**config.mk**
```make
export PLATFORM = sky130hd
export DESIGN_NAME = router_sync_ctrl
export DESIGN_NICKNAME = d
export VERILOG_FILES = /design/src/rtl/router_sync_ctrl.sv
export SDC_FILE = /design/constraint.sdc
export NUM_CORES = 1
export LEC_CHECK = 0
export CAP_MARGIN = 20
export CORE_MARGIN = 5
export CORE_UTILIZATION = 55
export CTS_BUF_LIST = sky130_fd_sc_hd__clkbuf_16
export DETAILED_ROUTE_END_ITERATION = 6
export DONT_BUFFER_PORTS = 1
export GPL_ROUTABILITY_DRIVEN = 0
export PLACE_DENSITY = 0.76
export SLEW_MARGIN = 20
export SYNTH_ARGS = -nofsm -noshare
export SYNTH_HDL_FRONTEND = slang
export SYNTH_SLANG_ARGS = --single-unit
```
**constraint.sdc**
```tcl
create_clock -name i_clk -period 2.4 [get_ports i_clk]
set_clock_uncertainty 0.2 [all_clocks]
set_input_delay 0.24 -clock i_clk [delete_from_list [all_inputs] [get_ports i_clk]]
set_output_delay 0.24 -clock i_clk [all_outputs]
set_load 0.02 [all_outputs]
```
**src/rtl/router_sync_ctrl.sv**
```systemverilog
// Port-side controller between the router FSM and the three output FIFOs:
// address latch, write-enable steering, valid outputs and per-port read timeout flush.
module router_sync_ctrl #(
    parameter int TIMEOUT = 30,
    parameter int CNT_W   = 5
) (
    input  logic       i_clk,
    input  logic       i_rst,
    input  logic       i_detect_add,
    input  logic [1:0] i_din,
    input  logic       i_write_enb_reg,
    input  logic       i_read_enb_0,
    input  logic       i_read_enb_1,
    input  logic       i_read_enb_2,
    input  logic       i_empty_0,
    input  logic       i_empty_1,
    input  logic       i_empty_2,
    input  logic       i_full_0,
    input  logic       i_full_1,
    input  logic       i_full_2,
    output logic [2:0] o_write_enb,
    output logic       o_fifo_full,
    output logic       o_vld_out_0,
    output logic       o_vld_out_1,
    output logic       o_vld_out_2,
    output logic       o_soft_reset_0,
    output logic       o_soft_reset_1,
    output logic       o_soft_reset_2
);

    localparam logic [CNT_W-1:0] LP_CNT_LAST = CNT_W'(TIMEOUT - 1);
    localparam logic [CNT_W-1:0] LP_CNT_ONE  = CNT_W'(1);

    logic [1:0] r_addr;
    logic [2:0] w_read_enb;
    logic [2:0] w_empty;
    logic [2:0] w_full;
    logic [2:0] w_vld;
    logic [2:0] w_soft_reset;
    logic [2:0] w_write_enb;
    logic       w_fifo_full;

    assign w_read_enb = {i_read_enb_2, i_read_enb_1, i_read_enb_0};
    assign w_empty    = {i_empty_2, i_empty_1, i_empty_0};
    assign w_full     = {i_full_2, i_full_1, i_full_0};
    assign w_vld      = ~w_empty;

    // Address 3 is the parked/invalid destination: no FIFO is selected.
    always_ff @(posedge i_clk) begin
        if (!i_rst) begin
            r_addr <= 2'b11;
        end else if (i_detect_add) begin
            r_addr <= i_din;
        end
    end

    always_comb begin
        w_write_enb = 3'b000;
        if (i_write_enb_reg) begin
            case (r_addr)
                2'd0:    w_write_enb = 3'b001;
                2'd1:    w_write_enb = 3'b010;
                2'd2:    w_write_enb = 3'b100;
                default: w_write_enb = 3'b000;
            endcase
        end
    end

    always_comb begin
        w_fifo_full = 1'b0;
        case (r_addr)
            2'd0:    w_fifo_full = w_full[0];
            2'd1:    w_fifo_full = w_full[1];
            2'd2:    w_fifo_full = w_full[2];
            default: w_fifo_full = 1'b0;
        endcase
    end

    // One independent idle counter per port; the pulse cycle itself resets the count.
    genvar gi;
    generate
        for (gi = 0; gi < 3; gi++) begin : g_port
            logic [CNT_W-1:0] r_cnt;
            logic             r_soft_reset;

            always_ff @(posedge i_clk) begin
                if (!i_rst) begin
                    r_cnt        <= '0;
                    r_soft_reset <= 1'b0;
                end else if (r_soft_reset || !w_vld[gi] || w_read_enb[gi]) begin
                    r_cnt        <= '0;
                    r_soft_reset <= 1'b0;
                end else if (r_cnt == LP_CNT_LAST) begin
                    r_cnt        <= '0;
                    r_soft_reset <= 1'b1;
                end else begin
                    r_cnt        <= r_cnt + LP_CNT_ONE;
                    r_soft_reset <= 1'b0;
                end
            end

            assign w_soft_reset[gi] = r_soft_reset;
        end
    endgenerate

    assign o_write_enb    = w_write_enb;
    assign o_fifo_full    = w_fifo_full;
    assign o_vld_out_0    = w_vld[0];
    assign o_vld_out_1    = w_vld[1];
    assign o_vld_out_2    = w_vld[2];
    assign o_soft_reset_0 = w_soft_reset[0];
    assign o_soft_reset_1 = w_soft_reset[1];
    assign o_soft_reset_2 = w_soft_reset[2];

endmodule
```
; Word level (Yosys, flattened, before mapping)
; Cells that the tools add are included.
[word_totals]
register_bits = 20
latchBits = 0
mem_bits_rw = 0
romBits = 0
output_inout_bits = 10
memories = 0
[op_classes]
add_sub_neg = 3
mul = 0
n_div = 0
magnitude_cmp = 0
n_eq_ne = 5
n_shift = 0
muxes = 6
bitwise_logic = 2
n_reduce_logical = 16
[ops]
columns = operator, count
row1 = $add 5x1->5 const B, 3
row2 = $eq 5x5->1 const B, 3
row3 = $pmux 3 s3, 1
row4 = $reduce_or 3->1, 3
row5 = $logic_or 1x1->1, 6
row6 = $reduce_or 2->1, 3
row7 = $logic_not 1->1, 3
row8 = $mux 1, 3
row9 = $mux 3, 1
row10 = $not 3->3, 1
row11 = $pmux 1 s3, 1
row12 = $eq 2x1->1 const B, 1
row13 = $eq 2x2->1 const B, 1
row14 = $logic_not 2->1, 1
row15 = $not 1->1, 1

; Logic depth before layout (Yosys ltp)
; Gate-level depths: netlist (run 1).
[depth]
depth_word = 5
depth_mapped = 5
depth_no_buf = 5

; Worst setup path before layout (run 1)
; No wires, ideal clock.
[synth_timing]
path_type = reg-to-output
from = register r_addr[0]
to = output o_fifo_full
t_arrival_ns = 0.938
t_required_ns = 1.960
slack_ns = 1.022
path_stages_with_launch = 3
path_cell_list = dfxtp_1 -> mux2i_1 -> o21ai_0
[synth_between]
elab_chain_len = 2
word_cells_on_any_way = 4
classes_between = eq/ne (2) / mux (1) / reduce/logical (1)
[synth_rtl]
columns = item, line
row1 = from (decl), 34  ; logic [1:0] r_addr;
row2 = from (signal assigned), 53  ; r_addr <= i_din;
row3 = $eq 2x2->1 (tied with other cells), 71  ; case (r_addr)
row4 = $pmux 1 s3 (*), 71
row5 = to (decl), 22  ; output logic o_fifo_full,
; Every way passes the cells marked *; elsewhere a longest branch is shown, timed or not.

; Final worst setup path (run 1)
[layout_timing]
from = input i_empty_0
to = register g_port[0].r_soft_reset (netlist: o_soft_reset_0)
[layout_between]
elab_chain_len = 5
[layout_rtl]
columns = item, line
row1 = from (decl), 15  ; input logic i_empty_0,
row2 = $not 3->3, 46  ; assign w_vld = ~w_empty;
row3 = $logic_not 1->1, 90  ; end else if (r_soft_reset || !w_vld[gi] || w_read_enb[gi]) begin
row4 = $logic_or 1x1->1 (2 in series), 90
row5 = $reduce_or 2->1 (no line), --
row6 = to (signal assigned), 89  ; r_soft_reset <= 1'b0;
row7 = to (signal assigned), 92  ; r_soft_reset <= 1'b0;
row8 = to (signal assigned), 95  ; r_soft_reset <= 1'b1;
row9 = to (decl), 84  ; logic r_soft_reset;
; Every way passes these cells.
; A chain may end at the register's enable or synchronous reset.

==> run summary, run 1 <==
result of the run -> completed
met3 usage in global routing -> 6.02%
starting density of the core -> 57.4%
fraction of final layout cells sized beyond drive strength 1 -> 9.18%
number of maximum-capacitance constraint violations -> 0
part of the power in the clock network -> 45.7%
Crit path largest cell delay -> 0.59 ns
Critical Path Sink Type -> register
wire per inst -> 13.6 microns
proportion of netlist area held by the largest area contributor -> 46.3%
DRT Pass-1 Iters -> 2
final wirelength -> 1550 microns
GR Util met2 -> 24.6%
wire length of the first global-routing pass -> 2750 microns
cell area reported after detailed placement -> 885 sq um
die outline height -> 49.6 microns
Yosys warning total -> 0
biggest area contributors in the synthesized netlist -> dfxtp_1, ha_1, nor4b_4
Detail Placement HPWL -> 1040 microns
Sw Share -> 18.6%
Die Width -> 49.6 microns
final routed DRC violation total -> 0
portion of total power attributed to sequential cells -> 48.1%
pin count of the biggest net entering global routing -> 11
internal portion of total power -> 580 uW
post-synthesis register bit count -> 20
Critical Path Most Common Cell -> dlygate4sd3_1
Buffers on Ports -> 0
utilization after layout -> 70.3%
Netlist Area Pre-Place -> 865 sq um
setup violation total in the final timing report -> 0
cell count after synthesis -> 85
CORE AREA -> 1510 sq um
path class of the lowest-slack min-delay path -> in -> reg
worst-path fanout max -> 2
via count of the routed design -> 600
total power density per cell area -> 673 nW/um^2
Worst path top cell family by delay -> buffers and inverters
sequential element share of the synthesized area -> 46.3%
diode insertion count for antenna repair -> 0
cell accounting for the most synthesized area -> dfxtp_1
Slew Viols, Final -> 0
H-tree lvl count -> 1
Worst Hold Margin -> 0.00931 ns
drt via density -> 5.26
number of clock sinks seen by CTS -> 20
post-cts sizing count -> 0
fraction of the cycle the final worst path needs -> 77.5%
grt total ovfl -> 0
sw power -> 133 uW
Clock Path Buffers -> 2
vias in the first global route -> 640
VDD IR-drop max -> 0.460 mV
number of placement rows -> 14
Slowest-stage cell, CP -> dlygate4sd3_1
Most Used Layer, Global Route -> met2
Ports -> 25
data arrival time of the critical path -> 1.84 ns
Crit Path Category -> in -> reg
Tightest Pin Transition -> 0.735 ns
commonest non-fill, non-tap cells in the layout -> dfxtp_1, nor2_1, dlygate4sd3_1
number of hold violations in the final report -> 0
root buffer cell -> clkbuf_16
Buf+Inv Stages, Crit Path -> 2
DRC marker count from the first detailed-route iteration -> 4
total number of nets in the final design -> 121
Logic pwr share -> 6.2%
global-route usage over all layers -> 14.2%
ordered list of cells on the worst path -> dlygate4sd3_1 -> nor4b_4 -> dlygate4sd3_1 -> nor2b_1
data required time at the worst endpoint -> 2.38 ns
Post CTS Setup Buffer Count -> 0
total die area -> 2460 sq um
fmax -> 537 MHz
normalized max-slew margin -> 50.9%
CTS Hold Bufs -> 10
layout-stage area growth over the synthesis result -> 22.6%
M1 GR Usage -> 15.2%
clock transition at the registers of the reported paths -> 0.05 ns
shortest clock period the worst path allows after layout -> 1.86 ns
number of nets produced by synthesis -> 106
unrepaired setup endpoints after global routing -> false
most frequent standard cell in the layout excluding fill and tap cells -> dfxtp_1
post-layout instance area -> 1060 sq um
number of antenna violations at the first check in global routing -> 0
clock latency at the later pin of the worst-skew pair -> 0.25 ns
fillcell total -> 101
count of cell types in the netlist -> 17
TritonCTS clock tree -> done
total power consumption of the routed design -> 713 uW
startpoint class of the critical path -> input pin
leakage power -> 0.000428 uW
mean cell area of the mapped netlist -> 10.2 sq um
remaining number of nets flagged by the antenna check after routing -> 0
final sum of negative setup slack -> 0 ns
Inserted Clock Buffers -> 3
[registers in the layout (all words and copies together), names as in the netlist]
signal / flops
o_soft_reset_1: 1
r_addr: 2
o_soft_reset_0: 1
o_soft_reset_2: 1
g_port.r_cnt: 15
[through the flow]
stage | instances | worst slack (ns)
2_1_floorplan | 85 | 1.02
3_3_place_gp | 101 | 0.975
3_5_place_dp | 101 | 0.966
4_1_cts | 114 | 0.537
5_1_grt | 114 | 0.477
6_report | 114 | 0.539
[cell usage after synthesis]
master	n
xnor2_1	3
nand3b_1	1
nor3b_1	1
ha_1	6
nand2_1	3
nor4b_4	3
nor2_1	16
nand4_1	3
nand2_2	3
nand3_1	6
mux2i_1	3
inv_1	6
xor2_1	6
and3b_1	1
nor2b_1	3
dfxtp_1	20
o21ai_0	1
[kinds of logic after synthesis]
kind of cell	Yosys count	synth area share [%]
buf+inv	6	2.60
xor+xnor	9	9.12
simple gates	40	29.2
mux	3	3.47
flops	20	46.3
fa+ha+maj	6	8.68
compound gates	1	0.578
[per-layer routing]
metal,vias to the layer above,part of all wire [%]
met5,-,0
met4,0,1.4
met3,4,9.4
met2,23,49
met1,267,40
li1,306,-
[cell type report]
| class | count | area, sq um | share of cell area (%) |
|---|---|---|---|
| Sequential cell | 20 | 400 | 37.8 |
| Timing Repair Buffer | 10 | 100 | 9.45 |
| Multi-Input combinational cell | 59 | 442 | 41.7 |
| Inverter | 6 | 22.5 | 2.13 |
| Clock buffer | 3 | 75.1 | 7.08 |
| Tap cell | 16 | 20.0 | 1.89 |
[worst reg2reg max path, stage by stage (launching register included)]
cell and delay, ns:
dfxtp_1 0.39, nor4b_4 0.32, dlygate4sd3_1 0.58, nor2b_1 0.12
[worst paths after layout]
path | start | end | slack, ns | cells after the start
worst max-delay path | i_empty_0 | o_soft_reset_0$_SDFF_PP0_ | 0.54 | 4
worst min-delay path | i_read_enb_2 | g_port[2].r_cnt[1]$_SDFF_PP0_ | 0.009 | 3
worst max register to register | o_soft_reset_2$_SDFF_PP0_ | o_soft_reset_2$_SDFF_PP0_ | 0.73 | 3
worst min register to register | g_port[2].r_cnt[0]$_SDFF_PP0_ | g_port[2].r_cnt[0]$_SDFF_PP0_ | 0.27 | 1
[power groups by stage]
stage / Combinational (uW) / Sequential [uW] / Clock, uW
after floorplan: 26.6 / 348 / 0
after global placement: 29.4 / 349 / 0
after detailed placement: 29.7 / 349 / 0
after CTS: 44.4 / 342 / 334
after global routing: 48.7 / 343 / 348
final: 44.5 / 343 / 326
Power figures use the tool's default switching activity.
==> run 2: changes to the inputs <==
==> constraint.sdc (replaced) <==
create_clock -name i_clk -period 1.75 [get_ports i_clk]
set_clock_uncertainty 0.2 [all_clocks]
set_input_delay 0.175 -clock i_clk [delete_from_list [all_inputs] [get_ports i_clk]]
set_output_delay 0.175 -clock i_clk [all_outputs]
set_load 0.02 [all_outputs]
==> run 2 against run 1 <==
  * Flip-flop and latch count is the same
  * Critical path type unchanged
  * Count of clock-buffer cells in the layout is the same
  * Cell count grew 2.6%
==> run summary, run 2 (synthesized netlist as in run 1, its figures left out) <==
Largest regs -> g_port.r_cnt (15), r_addr (2)
wire length of the first global-routing pass -> 2610 microns (-5.3%)
H-tree lvl count -> 1 (unchanged)
Logic pwr share -> 6.8% (+0.6 points)
layout-stage area growth over the synthesis result -> 24.7%
sw power -> 188 uW (+41%)
vias in the first global route -> 570 (-11%)
final sum of negative setup slack -> 0 ns (unchanged)
CORE AREA -> 1510 sq um (unchanged)
data required time at the worst endpoint -> 1.69 ns (-0.69 ns)
number of clock sinks seen by CTS -> 20 (unchanged)
startpoint class of the critical path -> input pin
Tightest Pin Transition -> 0.394 ns (-0.340 ns)
number of antenna violations at the first check in global routing -> 0 (unchanged)
remaining number of nets flagged by the antenna check after routing -> 0 (unchanged)
total number of nets in the final design -> 123 (+1.7%)
utilization after layout -> 71.6% (+1.2 points)
commonest non-fill, non-tap cells in the layout -> dfxtp_1, nor2_1, dlygate4sd3_1
wire per inst -> 12.7 microns (-6.2%)
clock transition at the registers of the reported paths -> 0.05 ns (about the same)
Worst path top cell family by delay -> buffers and inverters
Buffers on Ports -> 0 (unchanged)
total power consumption of the routed design -> 990 uW (+39%)
Critical Path Most Common Cell -> dlygate4sd3_1
fraction of final layout cells sized beyond drive strength 1 -> 10.9% (+1.7 points)
TritonCTS clock tree -> done
shortest clock period the worst path allows after layout -> 1.49 ns
VDD IR-drop max -> 0.527 mV (+15%)
Sw Share -> 19.0% (+0.33 points)
Most Used Layer, Global Route -> met2
worst-path fanout max -> 1 (-1)
most frequent standard cell in the layout excluding fill and tap cells -> dfxtp_1
Buf+Inv Stages, Crit Path -> 2 (unchanged)
post-cts sizing count -> 0 (unchanged)
M1 GR Usage -> 16.1% (+0.98 points)
part of the power in the clock network -> 45.8% (about the same)
pin count of the biggest net entering global routing -> 12 (+1)
setup violation total in the final timing report -> 0 (unchanged)
path class of the lowest-slack min-delay path -> in -> reg
Slew Viols, Final -> 0 (unchanged)
drt via density -> 5.09 (-3.4%)
met3 usage in global routing -> 5.72% (-0.30 points)
starting density of the core -> 57.4% (unchanged)
unrepaired setup endpoints after global routing -> false
GR Util met2 -> 21.6% (-3.0 points)
Die Width -> 49.6 microns (unchanged)
Inserted Clock Buffers -> 3 (unchanged)
Critical Path Sink Type -> register
root buffer cell -> clkbuf_16
portion of total power attributed to sequential cells -> 47.5% (-0.6 points)
final routed DRC violation total -> 0 (unchanged)
Clock Path Buffers -> 2 (unchanged)
total power density per cell area -> 918 nW/um^2 (+36%)
DRC marker count from the first detailed-route iteration -> 3 (-1)
total die area -> 2460 sq um (unchanged)
Slowest-stage cell, CP -> dlygate4sd3_1
DRT Pass-1 Iters -> 2 (unchanged)
number of maximum-capacitance constraint violations -> 0 (unchanged)
normalized max-slew margin -> 73.6% (+23 points)
Detail Placement HPWL -> 1030 microns (-1.0%)
Crit Path Category -> in -> reg
data arrival time of the critical path -> 1.43 ns (-0.41 ns)
Ports -> 25 (unchanged)
number of flip-flops under the largest register name -> 15 (unchanged)
grt total ovfl -> 0 (unchanged)
fillcell total -> 98 (-3.0%)
most flop-heavy register -> g_port.r_cnt
Crit path largest cell delay -> 0.55 ns (-0.04 ns)
final wirelength -> 1490 microns (-3.8%)
die outline height -> 49.6 microns (unchanged)
cell area reported after detailed placement -> 900 sq um (+1.7%)
number of placement rows -> 14 (unchanged)
post-layout instance area -> 1080 sq um (+1.8%)
result of the run -> completed
leakage power -> 0.000434 uW (+1.4%)
fmax -> 670 MHz
internal portion of total power -> 802 uW (+38%)
global-route usage over all layers -> 13.6% (-0.60 points)
fraction of the cycle the final worst path needs -> 85.3%
ordered list of cells on the worst path -> dlygate4sd3_1 -> mux2i_1 -> dlygate4sd3_1 -> nand2_1
via count of the routed design -> 595 (-0.83%)
number of hold violations in the final report -> 0 (unchanged)
clock latency at the later pin of the worst-skew pair -> 0.25 ns (about the same)
diode insertion count for antenna repair -> 0 (unchanged)
## run 2: final timing paths
path	startpoint	to	slack [ns]	depth (start not counted)
worst max-delay path	i_din[0]	r_addr[0]$_SDFFE_PN1P_	0.26	4
worst min-delay path	i_rst	o_soft_reset_1$_SDFF_PP0_	0.002	2
worst max register to register	r_addr[1]$_SDFFE_PN1P_	r_addr[1]$_SDFFE_PN1P_	0.30	3
worst min register to register	g_port[0].r_cnt[0]$_SDFF_PP0_	g_port[0].r_cnt[0]$_SDFF_PP0_	0.27	1
## run 2: power by group through the flow
stage | Combinational, uW | Sequential [uW] | Clock (uW)
global placement | 42.9 | 479 | 0
finish | 66.9 | 470 | 453
CTS | 66.7 | 469 | 459
global route | 72.8 | 470 | 483
floorplan | 36.5 | 478 | 0
detailed placement | 43.2 | 479 | 0
## run 2: stage by stage
step | hold WS, ns | cells | setup WS, ns
floorplan | 0.0369 | 85 | 0.437
global placement | 0.0434 | 103 | 0.546
detailed placement | 0.0466 | 103 | 0.512
CTS | 0.00581 | 117 | 0.256
global route | 0.00885 | 117 | 0.207
finish | 0.00177 | 117 | 0.258
## run 2: repair_timing
item / CTS / global route
setup buffers: 0 / 0
hold buffers: 10 / 0
hold endpoints to repair: 20 / 0
## run 2: metal layers
layer / wire (microns) / up-vias
met5: 0 / -
met2: 677 / 23
met1: 661 / 256
li1: - / 312
met3: 127 / 4
met4: 22 / 0
## run 2: cell type report
type | instances | area [sq um] | area share (%)
Clock buffer | 3 | 75.1 | 6.96
Clock inverter | 1 | 3.75 | 0.348
Inverter | 6 | 22.5 | 2.09
Multi-Input combinational cell | 59 | 442 | 41.0
Sequential cell | 20 | 400 | 37.1
Tap cell | 16 | 20.0 | 1.86
Timing Repair Buffer | 12 | 115 | 10.7
==> run 3: changes to the inputs <==
--- a/config.mk
+++ b/config.mk
@@ -6,7 +6,7 @@
 export NUM_CORES = 1
 export LEC_CHECK = 0
 export CAP_MARGIN = 20
-export CORE_MARGIN = 5
+export CORE_MARGIN = 2
 export CORE_UTILIZATION = 55
 export CTS_BUF_LIST = sky130_fd_sc_hd__clkbuf_16
 export DETAILED_ROUTE_END_ITERATION = 6
==> constraint.sdc (replaced) <==
create_clock -name i_clk -period 1.75 [get_ports i_clk]
set_clock_uncertainty 0.2 [all_clocks]
set_input_delay 0.35 -clock i_clk [delete_from_list [all_inputs] [get_ports i_clk]]
set_output_delay 0.35 -clock i_clk [all_outputs]
set_load 0.02 [all_outputs]
==> run 3 against run 2 <==
  * Via count decreased by 1.0%
  * Die area decreased by 23%
  * Setup slack got worse by 0.14 ns
  * Sequential share of layout area increased by 2.3 points
  * Flip-flop and latch count unchanged
  * Register-to-register slack improved by 0.23 ns
  * Fmax decreased by 8.6%
  * Count of clock-buffer cells in the layout unchanged
  * Hold slack improved by 0.037 ns
  * Critical path depth decreased by 1
  * Critical path type is now reg -> out
  * Critical endpoint is now o_fifo_full
==> run summary, run 3 (synthesized netlist as in run 1, its figures left out) <==
result of the run -> completed
H-tree lvl count -> 1 (unchanged)
data required time at the worst endpoint -> 1.20 ns (-0.49 ns)
pin count of the biggest net entering global routing -> 13 (+1)
DRT Pass-1 Iters -> 4 (+2)
fraction of the cycle the final worst path needs -> 93.3% (+8.0 points)
Clock Path Buffers -> 2 (unchanged)
Largest regs -> g_port.r_cnt (15), r_addr (2)
global-route usage over all layers -> 16.2% (+2.6 points)
fmax -> 613 MHz (-8.6%)
most frequent standard cell in the layout excluding fill and tap cells -> dfxtp_1
final sum of negative setup slack -> 0 ns (unchanged)
part of the power in the clock network -> 54.4% (+8.6 points)
final wirelength -> 1270 microns (-15%)
die outline height -> 43.6 microns (-12%)
Logic pwr share -> 4.0% (-2.8 points)
CORE AREA -> 1490 sq um (-1.2%)
wire length of the first global-routing pass -> 2170 microns (-17%)
final routed DRC violation total -> 0 (unchanged)
number of placement rows -> 14 (unchanged)
unrepaired setup endpoints after global routing -> false
drt via density -> 5.45 (+7.2%)
Post CTS Setup Buffer Count -> 0 (unchanged)
remaining number of nets flagged by the antenna check after routing -> 0 (unchanged)
wire per inst -> 11.7 microns (-7.8%)
total power density per cell area -> 1110 nW/um^2 (+21%)
shortest clock period the worst path allows after layout -> 1.63 ns (+0.140 ns)
number of antenna violations at the first check in global routing -> 0 (unchanged)
Sw Share -> 16.8% (-2.1 points)
Detail Placement HPWL -> 967 microns (-6.3%)
DRC marker count from the first detailed-route iteration -> 4 (+1)
commonest non-fill, non-tap cells in the layout -> dfxtp_1, nor2_1
normalized max-slew margin -> 74.9% (+1.3 points)
number of clock sinks seen by CTS -> 20 (unchanged)
most flop-heavy register -> g_port.r_cnt
smallest setup slack after layout -> 0.117 ns (-0.140 ns)
layout-stage area growth over the synthesis result -> 17.4%
via count of the routed design -> 589 (-1.0%)
Crit path largest cell delay -> 0.40 ns (-0.15 ns)
portion of total power attributed to sequential cells -> 41.6% (-5.9 points)
sw power -> 189 uW (+0.96%)
root buffer cell -> clkbuf_16
Critical Path Sink Type -> output pin
utilization after layout -> 68.2% (-3.4 points)
setup violation total in the final timing report -> 0 (unchanged)
worst setup slack after placement -> 0.379 ns (-0.134 ns)
number of hold violations in the final report -> 0 (unchanged)
internal portion of total power -> 937 uW (+17%)
Buffers on Ports -> 0 (unchanged)
fraction of final layout cells sized beyond drive strength 1 -> 13.0% (+2.2 points)
vias in the first global route -> 560 (-1.8%)
ordered list of cells on the worst path -> mux2i_1 -> o21ai_0 -> buf_4
number of flip-flops under the largest register name -> 15 (unchanged)
leakage power -> 0.000410 uW (-5.6%)
Slew Viols, Final -> 0 (unchanged)
starting density of the core -> 58.1% (+0.68 points)
total number of nets in the final design -> 114 (-7.3%)
Tightest Pin Transition -> 0.375 ns (-0.0192 ns)
VDD IR-drop max -> 0.868 mV (+65%)
clock transition at the registers of the reported paths -> 0.05 ns (about the same)
worst-path fanout max -> 6 (+5)
grt total ovfl -> 0 (unchanged)
startpoint class of the critical path -> register
TritonCTS clock tree -> done
Slowest-stage cell, CP -> dfxtp_1
Die Width -> 43.6 microns (-12%)
diode insertion count for antenna repair -> 0 (unchanged)
final non-filler cell total -> 108 (-7.7%)
number of maximum-capacitance constraint violations -> 0 (unchanged)
Crit Path Category -> reg -> out
clock latency at the later pin of the worst-skew pair -> 0.25 ns (about the same)
total instance count after detailed placement -> 103 (unchanged)
total die area -> 1900 sq um (-23%)
data arrival time of the critical path -> 1.08 ns (-0.35 ns)
path class of the lowest-slack min-delay path -> in -> reg
Inserted Clock Buffers -> 3 (unchanged)
Ports -> 25 (unchanged)
-- run 3: layout make-up --
cell class	count	area (sq um)
clock inverters	1	30.0
flip-flops and latches	20	400
inverters	6	22.5
fillers	110	474
well taps	16	20.0
clock buffers	3	75.1
repair buffers	3	25.0
multi-input cells	59	442
-- run 3: power by group through the flow --
| stage | registers [uW] | logic (uW) | clock network (uW) |
|---|---|---|---|
| floorplan | 478 | 36.5 | 0 |
| global placement | 479 | 42.6 | 0 |
| detailed placement | 479 | 43.1 | 0 |
| CTS | 469 | 45.4 | 627 |
| global route | 470 | 50.0 | 653 |
| finish | 469 | 45.1 | 612 |
-- run 3: repair_timing --
action                    in CTS  in global routing
gates resized for setup        0                  0
hold buffers                   1                  0
hold endpoints to repair       2                  0
-- run 3: critical path, delay by kind of cell, from the launching register on --
family	cells	cell delay, ns
buffers and inverters	1	0.16
AOI/OAI and AO/OA	1	0.09
DFF	1	0.40
muxes	1	0.19
-- run 3: per-stage QoR --
| step | power (uW) | hold WS (ns) | instance area [sq um] |
|---|---|---|---|
| 2_1_floorplan | 514 | 0.212 | 865 |
| 3_3_place_gp | 521 | 0.215 | 900 |
| 3_5_place_dp | 522 | 0.215 | 900 |
| 4_1_cts | 1140 | 0.0342 | 1010 |
| 5_1_grt | 1170 | 0.0507 | 1010 |
| 6_report | 1130 | 0.0390 | 1010 |
-- run 3: layer usage --
metal	share of wire, %	vias up	GRT usage [%]
met2	48	22	25.6
met3	9.3	4	7.08
met5	0	-	0
li1	-	297	-
met1	40	266	17.3
met4	2.8	0	10.9
-- run 3: worst paths after layout --
path / startpoint / endpoint / slack [ns] / depth (start not counted)
worst min register to register: g_port[2].r_cnt[0]$_SDFF_PP0_ / g_port[2].r_cnt[0]$_SDFF_PP0_ / 0.26 / 1
worst max-delay path: r_addr[0]$_SDFFE_PN1P_ / o_fifo_full / 0.12 / 3
worst max register to register: o_soft_reset_2$_SDFF_PP0_ / g_port[2].r_cnt[4]$_SDFF_PP0_ / 0.53 / 3
worst min-delay path: i_din[0] / r_addr[0]$_SDFFE_PN1P_ / 0.04 / 2
